--- src/rtl/wb_stage_pkg.sv ---
// Shared definitions for the writeback stage: load funct3 encodings,
// default datapath width and the load misalignment rule.
package wb_stage_pkg;

   localparam int unsigned DATA_WIDTH_DEF = 32;

   typedef enum logic [2:0] {
      F3_LB  = 3'b000,
      F3_LH  = 3'b001,
      F3_LW  = 3'b010,
      F3_LBU = 3'b100,
      F3_LHU = 3'b101
   } load_funct3_e;

   // Unknown encodings behave as LW, including the alignment check.
   function automatic logic load_misaligned(input logic [2:0] funct3, input logic [1:0] offset);
      load_funct3_e f3;
      f3 = load_funct3_e'(funct3);
      case (f3)
         F3_LB, F3_LBU: return 1'b0;
         F3_LH, F3_LHU: return offset[0];
         default:       return (offset != 2'b00);
      endcase
   endfunction

endpackage

--- src/rtl/wb_stage_load_extend.sv ---
// Combinational load data extraction: byte/halfword select and sign/zero
// extension from an aligned memory word, plus the misalignment flag.
module load_extend
   import wb_stage_pkg::*;
#(
   parameter int unsigned DATA_WIDTH = DATA_WIDTH_DEF
) (
   input  logic [2:0]            funct3,
   input  logic [1:0]            offset,
   input  logic [DATA_WIDTH-1:0] data,
   output logic [DATA_WIDTH-1:0] ext_data,
   output logic                  misalign
);

   logic [7:0]   byte_s;
   logic [15:0]  half_s;
   load_funct3_e f3_s;

   // Halfword select ignores offset[0], which realigns misaligned halfwords.
   always_comb begin
      byte_s   = data[{offset, 3'b000} +: 8];
      half_s   = data[{offset[1], 4'b0000} +: 16];
      f3_s     = load_funct3_e'(funct3);
      misalign = load_misaligned(funct3, offset);
      case (f3_s)
         F3_LB:   ext_data = {{(DATA_WIDTH-8){byte_s[7]}}, byte_s};
         F3_LBU:  ext_data = {{(DATA_WIDTH-8){1'b0}}, byte_s};
         F3_LH:   ext_data = {{(DATA_WIDTH-16){half_s[15]}}, half_s};
         F3_LHU:  ext_data = {{(DATA_WIDTH-16){1'b0}}, half_s};
         default: ext_data = data;
      endcase
   end

endmodule

--- src/rtl/wb_stage.sv ---
// Writeback stage: arbitrates load/ALU results onto the single regfile
// write port and keeps the busy scoreboard used by decode for RAW/WAW stalls.
module wb_stage
   import wb_stage_pkg::*;
#(
   parameter int unsigned DATA_WIDTH = DATA_WIDTH_DEF
) (
   input  logic                  clk_i,
   input  logic                  rst_n_i,
   input  logic                  issue_valid_i,
   input  logic [4:0]            issue_rs1_i,
   input  logic [4:0]            issue_rs2_i,
   input  logic [4:0]            issue_rd_i,
   output logic                  stall_o,
   input  logic                  alu_valid_i,
   output logic                  alu_ready_o,
   input  logic [4:0]            alu_rd_i,
   input  logic [DATA_WIDTH-1:0] alu_data_i,
   input  logic                  lsu_valid_i,
   input  logic [4:0]            lsu_rd_i,
   input  logic [2:0]            lsu_funct3_i,
   input  logic [1:0]            lsu_offset_i,
   input  logic [DATA_WIDTH-1:0] lsu_data_i,
   output logic [4:0]            w_addr_o,
   output logic [DATA_WIDTH-1:0] din_o,
   output logic                  misalign_o
);

   logic [31:1]           busy_r;
   logic [31:1]           busy_nxt_s;
   logic [4:0]            w_addr_r;
   logic [DATA_WIDTH-1:0] din_r;
   logic                  misalign_r;

   logic [DATA_WIDTH-1:0] ld_data_s;
   logic                  ld_misalign_s;
   logic                  beat_valid_s;
   logic [4:0]            beat_rd_s;
   logic [DATA_WIDTH-1:0] beat_data_s;
   logic                  issue_fire_s;

   // x0 has no scoreboard bit and is never busy.
   function automatic logic busy_of(input logic [31:1] vec, input logic [4:0] idx);
      if (idx == 5'd0) begin
         return 1'b0;
      end else begin
         return vec[idx];
      end
   endfunction

   load_extend #(.DATA_WIDTH(DATA_WIDTH)) u_load_extend (
      .funct3   (lsu_funct3_i),
      .offset   (lsu_offset_i),
      .data     (lsu_data_i),
      .ext_data (ld_data_s),
      .misalign (ld_misalign_s)
   );

   assign alu_ready_o = ~lsu_valid_i;

   // Hazard detection against in-flight writes.
   always_comb begin
      stall_o = issue_valid_i & (busy_of(busy_r, issue_rs1_i) |
                                 busy_of(busy_r, issue_rs2_i) |
                                 busy_of(busy_r, issue_rd_i));
      issue_fire_s = issue_valid_i & ~stall_o & (issue_rd_i != 5'd0);
   end

   // Load beats cannot be stalled, so they always win the write port.
   always_comb begin
      beat_valid_s = 1'b0;
      beat_rd_s    = 5'd0;
      beat_data_s  = '0;
      if (lsu_valid_i) begin
         beat_valid_s = 1'b1;
         beat_rd_s    = lsu_rd_i;
         beat_data_s  = ld_data_s;
      end else if (alu_valid_i) begin
         beat_valid_s = 1'b1;
         beat_rd_s    = alu_rd_i;
         beat_data_s  = alu_data_i;
      end else begin
         beat_valid_s = 1'b0;
      end
   end

   // Clear the bit being committed this edge, then apply a new issue so set wins.
   always_comb begin
      busy_nxt_s = busy_r;
      if (w_addr_r != 5'd0) begin
         busy_nxt_s[w_addr_r] = 1'b0;
      end else begin
         busy_nxt_s = busy_r;
      end
      if (issue_fire_s) begin
         busy_nxt_s[issue_rd_i] = 1'b1;
      end else begin
         busy_nxt_s = busy_nxt_s;
      end
   end

   // Output registers and scoreboard state.
   always_ff @(posedge clk_i or negedge rst_n_i) begin
      if (!rst_n_i) begin
         busy_r     <= '0;
         w_addr_r   <= 5'd0;
         din_r      <= '0;
         misalign_r <= 1'b0;
      end else begin
         busy_r     <= busy_nxt_s;
         w_addr_r   <= beat_valid_s ? beat_rd_s : 5'd0;
         misalign_r <= lsu_valid_i & ld_misalign_s;
         if (beat_valid_s) begin
            din_r <= beat_data_s;
         end
      end
   end

   assign w_addr_o   = w_addr_r;
   assign din_o      = din_r;
   assign misalign_o = misalign_r;

endmodule

--- config.mk ---
export PLATFORM = sky130hd
export DESIGN_NAME = wb_stage
export DESIGN_NICKNAME = d
export VERILOG_FILES = /design/src/rtl/wb_stage_pkg.sv /design/src/rtl/wb_stage_load_extend.sv /design/src/rtl/wb_stage.sv
export SDC_FILE = /design/constraint.sdc
export NUM_CORES = 1
export LEC_CHECK = 0
export BUFFER_PORTS_ARGS = -buffer_cell sky130_fd_sc_hd__buf_2
export CAP_MARGIN = 20
export CORE_MARGIN = 5
export CORE_UTILIZATION = 40
export CTS_BUF_LIST = sky130_fd_sc_hd__clkbuf_4 sky130_fd_sc_hd__clkbuf_8
export DETAILED_ROUTE_END_ITERATION = 6
export PLACE_DENSITY = 0.73
export SLEW_MARGIN = 15
export SYNTH_ARGS = -nofsm -noshare
export SYNTH_HDL_FRONTEND = slang
export SYNTH_SLANG_ARGS = --single-unit
--- constraint.sdc ---
create_clock -name clk_i -period 2.21 [get_ports clk_i]
set_input_delay 0.1105 -clock clk_i [delete_from_list [all_inputs] [get_ports clk_i]]
set_output_delay 0.1105 -clock clk_i [all_outputs]
set_load 0.02 [all_outputs]
### Yosys cells after proc, flatten, opt, wreduce, memory -nomap -nowiden

Index checks and enable logic that the tools add are counted.

| storage, ports and cells | value |
|---|---|
| flip-flop bits (word level) | 69 |
| bits in latches | 0 |
| memory bits (writable) | 0 |
| ROM bits | 0 |
| input bits | 99 |
| output and inout bits | 40 |
| logic and storage cells | 61 |
| memories kept | 0 |

| cells by class | value |
|---|---|
| add/sub/neg operators | 0 |
| $mul | 0 |
| div/mod/pow operators | 0 |
| order comparisons | 6 |
| eq/ne operators | 3 |
| shifts and indexed selects | 2 |
| muxes and demuxes | 24 |
| bitwise gates (word level) | 11 |
| reduce and logical (&&, ||, !) cells | 11 |

Operators with widths:

| kind | number |
|---|---|
| $pmux 32 s4 | 1 |
| $mux 32 | 2 |
| $mux 31 | 2 |
| $shiftx 32x6->16 | 1 |
| $shiftx 32x6->8 | 1 |
| $and 31x31->31 | 1 |
| $not 31->31 | 1 |
| $or 31x31->31 | 1 |
| $lt 5x6->1 const B | 4 |
| $bmux 1 s5 | 3 |
| $logic_not 5->1 | 3 |
| $mux 5 | 3 |
| $demux 1 s5 | 2 |
| $ge 5x1->1 const B | 2 |
| $mux 1 | 10 |
| $reduce_bool 5->1 | 2 |
| $eq 3x3->1 const B | 2 |
| $and 1x1->1 | 4 |
| $reduce_or 2->1 | 2 |
| $eq 3x1->1 const B | 1 |
| $logic_not 3->1 | 1 |
| $logic_and 1x1->1 | 2 |
| $not 1->1 | 2 |
| $or 1x1->1 | 2 |
| 2 further kinds | 2 |

### Logic depth before layout (Yosys ltp)

Gate-level depths: netlist (run 1).

| depth | value |
|---|---|
| depth in word-level cells | 10 |
| gate-level depth with buffers | 9 |
| mapped depth without buffers | 6 |

### Cells and area by module

Synthesis (run 1) repeated with hierarchy kept, for this count alone.

| second synthesis, totals | value |
|---|---|
| cell total of the unflattened synthesis | 532 |
| area, all modules | 4714.5 um^2 |

Modules (own cells, without submodules):

| module | times used | cells each | area an instance (um^2) | sequential area each (um^2) |
|---|---|---|---|---|
| wb_stage | 1 | 403 | 4038.9 | 1726.7 |
| load_extend | 1 | 129 | 675.6 | 0.0 |

### Worst setup path after synthesis (run 1)

OpenSTA, ideal clock, no wires.

| path | value |
|---|---|
| path type | register to output |
| from | reg busy_r[23] (netlist name) |
| to | out stall_o |
| data arrival time | 1.725 ns |
| data required time | 2.099 ns |
| setup slack | 0.375 ns |
| stages on the path, launching flop included | 7 |
| path buffers | 0 |
| cell sequence | dfrtp_1 mux4_2 mux2i_1 nor3b_1 nor4_4 nand3_2 and2_2 |

| on the way | value |
|---|---|
| cells in the longest elaborated chain, start to end | 6 |
| elaborated cells on any way between the ends | 12 |
| those cells by class | mux: 9; bitwise: 3 |

Ends and longest elaborated chain:

| element | RTL line | text |
|---|---|---|
| start: declaration | wb_stage.sv:29 | `logic [31:1] busy_r;` |
| start signal: assignment | wb_stage.sv:110 | `busy_r <= busy_nxt_s;` |
| $bmux 1 s5 | wb_stage.sv:47 | `return vec[idx];` |
| $mux 1 (not written as such) | wb_stage.sv:47 |  |
| $mux 1 | wb_stage.sv:44 | `if (idx == 5'd0) begin` |
| $or 1x1->1 | wb_stage.sv:63 | `stall_o = issue_valid_i & (busy_of(busy_r, issue_rs1_i) \|` |
| $or 1x1->1 (*) | wb_stage.sv:64 | `busy_of(busy_r, issue_rs2_i) \|` |
| $and 1x1->1 (*) | wb_stage.sv:63 |  |
| end: declaration | wb_stage.sv:14 | `output logic stall_o,` |

Mark *: on every way between the ends. The rest lies on a longest branch, timed or not. The select of a mux whose other input is x is not followed.

### Worst setup path after layout (run 1)

| path | value |
|---|---|
| from | reg busy_r[10] (netlist name) |
| to | out stall_o |

Same word-level chain as after synthesis.

==> flow_summary.toml, run 1 <==
[placed_design]
numPortBuffers = 138
placedCellCount = 747
gp_congestion = 0.901
dp_hpwl_um = 10900
place_ws_ns = 0.107

[pwr]
power_frac_seq_pct = 40.3
p_clk_share_pct = 28.1
p_switching_uw = 1490
vdd_drop_max_uv = 401
internal-power_uw = 2790
p_leak_uw = 0.00254
powerDensity_mw_per_mm2 = 722
p_sw_share_pct = 34.8
combPwrFrac_pct = 31.6

[synth]
syn_area_per_cell_um2 = 9.50
ys_top_cells_by_area = "dfrtp_1, o21ai_2, a21oi_1, nor2b_1, o21ai_0"
yosysSeqAreaShare_pct = 36.9
ys_seq_elements = 69
yosys_warnings = 0
synth.lib_cells_used.distinct = 54
synth_top_area_share_pct = 36.9
netlist_area_mm2 = 0.00467
syn-num-nets = 591
yosys.area.top_type = "dfrtp_1"
syn-instance-count = 492

[grt]
grt_pass1_vias = 4824
antenna_found_initial = 0
track_usage_pct = 20.9
grt_pass1_wl_um = 24200
overflow = 0
grt_max_degree = 72

[die]
num_io_pins = 139
dieArea_mm2 = 0.0139
die_h_um = 118
coreArea_mm2 = 0.0114
start_util_pct = 40.9
row_count = 39
die_w_um = 118

[critical_path]
reg2reg_depth = 8
r2r_end = "busy_r[16]$_DFF_PN0_"
worstReg2RegStart = "busy_r[10]$_DFF_PN0_"
crit_start = "busy_r[10]$_DFF_PN0_"
crit_type = "register to output port"
crit_fanout = 4
crit_required_ns = 2.10
endpoint_kind = "output port"
ff2ff_setup_slack_ns = 0.05
critPathArrivalTime_ns = 2.19
cp-start-kind = "register"
worstSetupEndpoint = "stall_o"

[final_layout]
syn_to_final_growth_pct = 26.9
fin_nets = 732
layoutNonFillerInstCount = 781
n_fill_cell = 1045
drive_gt1_share_pct = 38.1
multi_input_area_mm2 = 0.00273
register_area_mm2 = 0.00173
n_antenna_cell = 0

[clocking]
clock-root-buffer = "clkbuf_8"
tritoncts = "built"
cts.sinks = 69
clk_path_buf_depth = 2
htree_levels = 3
cts_made_buffers = 9
clk_latency_ns = 0.35
clkTransAtPathRegs_ns = 0.09

[drt]
finalWirelength_um = 15200
dr.pass1.iters = 5
drt-initial-drc-count = 306
ant_nets = 0
wire_per_inst_um = 19.5
vias_per_cell = 5.92
route.detailed.drc = 0
vias = 4620

[sta]
finalHoldViolCount = 0
slew_viol_final = 0
finalCritPeriodShare_pct = 104
setup_viol = 1
worst_slack_ns = -0.0952
tightest_slew_ns = 0.722
fin_worst_skew_ns = 0.0132
setup_tns_ns = -0.0952
rsz0062_at_grt = "true"
finalCriticalPeriod_ns = 2.31
fmax_mhz = 434
max-slew-margin-rel_pct = 51.7

[hold_path]
holdCritPathClass = "input port to register"

[run_status]
violations = "negative setup slack"
status = "finished with violations"

[run]
cap_violations = 0
cell usage after synthesis, drive strengths merged:
cell	instances
a311oi	1
and2b	1
mux4	12
clkdlybuf4s25	2
a211o	1
inv	5
or3	2
mux2	20
nand3b	4
nor3b	8
nor2b	38
o211a	1
and3b	3
o21ai	71
o211ai	1
and3	3
nand3	4
o22a	6
a211oi	28
a32oi	1
o22ai	3
o221ai	5
a221oi	6
or2	1
a21oi	51
nor2	13
a22oi	3
a22o	5
dfrtp	69
mux2i	12
or3b	1
nor3	1
a2bb2oi	1
and2	1
buf	14
clkbuf	24
a222oi	1
nand2	49
nand2b	6
a31oi	9
nor4	4
o311ai	1
worst max-delay path: stages, from the launching register on:
cell and delay, ns:
dfrtp_1 0.44, mux4_2 0.47, mux2i_1 0.17, nor3b_1 0.08
nor4_2 0.29, nand3_2 0.11, and2_4 0.16, buf_6 0.12
metrics by stage:
| step | instance area (um2) | power [uW] | hold slack, ns | utilization [%] |
|---|---|---|---|---|
| after floorplan | 4670 | 2520 | -0.185 | - |
| after global placement | 5450 | 2930 | 0.160 | 47.7 |
| after detailed placement | 5450 | 2980 | 0.167 | 47.7 |
| after CTS | 5830 | 4240 | 0.0201 | 51.1 |
| after global routing | 5930 | 4500 | 0.0312 | 51.9 |
| final | 5930 | 4280 | 0.0378 | 51.9 |
flip-flops by register name, indices dropped and copies added, names as in the netlist:
signal      flops
din_o          32
w_addr_o        5
busy_r         31
misalign_o      1
routing by layer:
| metal | GRT usage (%) | part of all wire (%) | up-vias |
|---|---|---|---|
| met1 | 25.7 | 39 | 2214 |
| met4 | 6.02 | 1.6 | 0 |
| met3 | 6.58 | 10 | 22 |
| li1 | - | - | 2140 |
| met2 | 35.2 | 49 | 244 |
| met5 | 0 | 0 | - |
logic make-up after synthesis:
| logic type | after synthesis | share of synthesized area [%] |
|---|---|---|
| AO/OA/AOI/OAI | 195 | 27.8 |
| buffers and inverters | 45 | 5.43 |
| flip-flops | 69 | 36.9 |
| multiplexers | 44 | 13.4 |
| AND/OR/NAND/NOR | 139 | 16.4 |
worst min-delay path by stage:
stage	depth (start not counted)	start	slack, ns	to
after global placement	2	rst_n_i	0.16	din_o[4]$_DFFE_PN0P_
final	3	alu_data_i[16]	0.04	din_o[16]$_DFFE_PN0P_
after detailed placement	2	rst_n_i	0.17	din_o[5]$_DFFE_PN0P_
after global routing	3	alu_data_i[18]	0.03	din_o[18]$_DFFE_PN0P_
after CTS	3	alu_data_i[18]	0.02	din_o[18]$_DFFE_PN0P_
after floorplan	0	rst_n_i	-0.19	busy_r[10]$_DFF_PN0_
area by class of cell:
| type | instances | share of cell area (%) |
|---|---|---|
| repair buffers | 170 | 17.7 |
| clock inverters | 7 | 1.77 |
| clock buffers | 9 | 2.09 |
| well taps | 143 | 3.02 |
| inverters | 5 | 0.316 |
| flip-flops and latches | 69 | 29.1 |
| multi-input cells | 378 | 45.9 |
placed cells by master, fill, tap and decap left out, types with 5 or more instances in the layout:
cell type,Yosys,routed
nor2_1,12,12
clkbuf_8,2,9
mux2i_1,12,12
o22a_1,6,6
dfrtp_1,69,69
nand2b_1,6,6
a31oi_1,9,9
o21ai_0,41,40
dlygate4sd3_1,0,11
a211oi_1,27,27
inv_1,5,5
buf_4,0,15
buf_2,5,137
mux4_2,9,9
o21ai_2,30,29
nor2b_1,38,38
nor3b_1,8,8
a22o_1,5,5
o221ai_1,5,5
nand2_1,49,49
mux2_2,18,18
a21oi_1,51,51
power groups by stage:
stage	combinational (uW)	clock, uW	sequential, uW
after global placement	1190	0	1740
after detailed placement	1240	0	1740
final	1350	1210	1730
after global routing	1470	1280	1750
after CTS	1300	1230	1710
after floorplan	791	0	1730
repair_timing:
action,4_1_cts,5_1_grt
gates cloned,0,3
pin swaps,4,1
hold endpoints to repair,74,0
hold buffers,11,0
buffers inserted,4,1
setup endpoints to repair,1,32
gates resized for setup,4,7
Power figures use the tool's default switching activity.
==> inputs of run 2 (changes only) <==
- MAX_ROUTING_LAYER: unset -> met4
- PLACE_DENSITY: 0.73 -> unset
==> flow_summary.toml, run 2 (synthesis results as in run 1) <==
[critical_path]
endpoint_kind = "output port"
crit_cells = 6
crit_path_top_delay_cell = "mux4_2"
critPathTopFamily = "simple AND/OR/NAND/NOR gates"
worstReg2RegStart = "busy_r[16]$_DFF_PN0_"
worstSetupEndpoint = "stall_o"
path_buf_inv = 1
crit_start = "busy_r[16]$_DFF_PN0_"
crit_fanout = 4
ff2ff_setup_slack_ns = -0.07
critPathArrivalTime_ns = 2.30
cp-start-kind = "register"
reg2reg_depth = 7
r2r_end = "busy_r[24]$_DFF_PN0_"
slowest_delay_ns = 0.47
crit_type = "register to output port"
worstPathCellList = "mux4_2, o211a_1, nor4_4, nand3_2, and2_4, buf_6"
crit_required_ns = 2.10

[hold_path]
min_path_cells = 2
hp-start = "lsu_rd_i[4]"
holdCritPathClass = "input port to register"

[pwr]
p_leak_uw = 0.00250
p_total_uw = 4200
powerDensity_mw_per_mm2 = 720
vdd_drop_max_uv = 355

[sta]
setup_viol = 32
tightest_slew_ns = 0.643
finalCritPeriodShare_pct = 109
rsz0062_at_grt = "true"
slew_viol_final = 0
fmax_mhz = 415
worst_slack_ns = -0.203
fin_worst_skew_ns = 0.0114
finalHoldViolCount = 0
finalCriticalPeriod_ns = 2.41
max-slew-margin-rel_pct = 57.1

[placed_design]
numPortBuffers = 138
dp_hpwl_um = 11200
gp_congestion = 0.943
place_ws_ns = -0.0197

[drt]
route.detailed.drc = 0
ant_nets = 0
vias_per_cell = 5.83
dr.pass1.iters = 5
finalWirelength_um = 15000
drt-initial-drc-count = 321
wire_per_inst_um = 19.2
vias = 4527

[final_layout]
largest_reg_flops = 32
syn_to_final_growth_pct = 24.9
final_cell_mix = "buf_2, dfrtp_1, a21oi_1"
drive_gt1_share_pct = 38.0
n_fill_cell = 1085
fin_nets = 728
layout_commonest_cell = "buf_2"
n_antenna_cell = 0

[die]
coreArea_mm2 = 0.0114
die_h_um = 118
num_io_pins = 139
row_count = 39
die_w_um = 118
dieArea_mm2 = 0.0139
start_util_pct = 40.9

[grt]
antenna_found_initial = 0
grt_busiest_layer = "met2"
grtUsageMet1_pct = 30.1
track_usage_pct = 21.3
grt_max_degree = 72
overflow = 0
grt_pass1_vias = 4416
grt_pass1_wl_um = 23700
use_met2_pct = 31.7
grtUsageMet3_pct = 4.32

[clocking]
clkTransAtPathRegs_ns = 0.08
cts_made_buffers = 9
tritoncts = "built"
clk_latency_ns = 0.34
htree_levels = 3
clk_path_buf_depth = 2
cts.sinks = 69
clock-root-buffer = "clkbuf_8"

[run_status]
status = "finished with violations"
violations = "negative setup slack"

[run]
cap_violations = 0
## run 2: how the worst min path moves through the flow
stage                                  to  slack, ns
floorplan            busy_r[10]$_DFF_PN0_      -0.19
global placement    w_addr_o[1]$_DFF_PN0_       0.17
detailed placement  w_addr_o[1]$_DFF_PN0_       0.17
CTS                 w_addr_o[4]$_DFF_PN0_      0.005
global route        w_addr_o[3]$_DFF_PN0_       0.01
finish              w_addr_o[4]$_DFF_PN0_       0.02
## run 2: what timing repair did
action	CTS	global route
pin swaps	5	2
endpoints found under the setup margin	2	32
buffers inserted	3	1
cloned	0	1
endpoints found under the hold margin	74	0
hold buffers	8	0
resized for setup	4	3
## run 2: where the power goes
part / leakage, uW / internal (uW) / switching (uW) / total (uW)
Sequential: 0.000833 / 1490 / 237 / 1730
Clock: 0.000111 / 673 / 488 / 1160
Combinational: 0.00156 / 631 / 686 / 1320
## run 2: metrics by stage
| step | setup TNS (ns) | std cells | hold slack, ns | area, um2 | util [%] |
|---|---|---|---|---|---|
| 2_1_floorplan | 0 | 492 | -0.185 | 4670 | - |
| 3_3_place_gp | 0 | 748 | 0.170 | 5460 | 47.8 |
| 3_5_place_dp | -0.0197 | 748 | 0.168 | 5460 | 47.8 |
| 4_1_cts | -0.238 | 775 | 0.00484 | 5790 | 50.7 |
| 5_1_grt | -4.08 | 777 | 0.0107 | 5840 | 51.1 |
| 6_report | -1.59 | 777 | 0.0176 | 5840 | 51.1 |
## run 2: worst register-to-register path, delay by kind of cell (launching register included)
kind / cells / cell delay [ns]
AO/OA/AOI/OAI: 2 / 0.40
buffers and inverters: 2 / 0.39
flip-flops: 1 / 0.44
multiplexers: 1 / 0.47
AND/OR/NAND/NOR: 2 / 0.50
## run 2: final cells by class
class	instances	area (um2)	share of cell area, %
well taps	143	179	3.07
clock inverters	4	72.6	1.24
repair buffers	166	990	17.0
flip-flops and latches	69	1730	29.6
clock buffers	12	146	2.51
multi-input cells	378	2700	46.3
inverters	5	18.8	0.322
## run 2: routing by layer
layer	vias to the layer above	share of wire, %
li1	2126	-
met3	12	6.7
met2	186	47
met1	2203	46
met4	0	0.97
met5	-	0
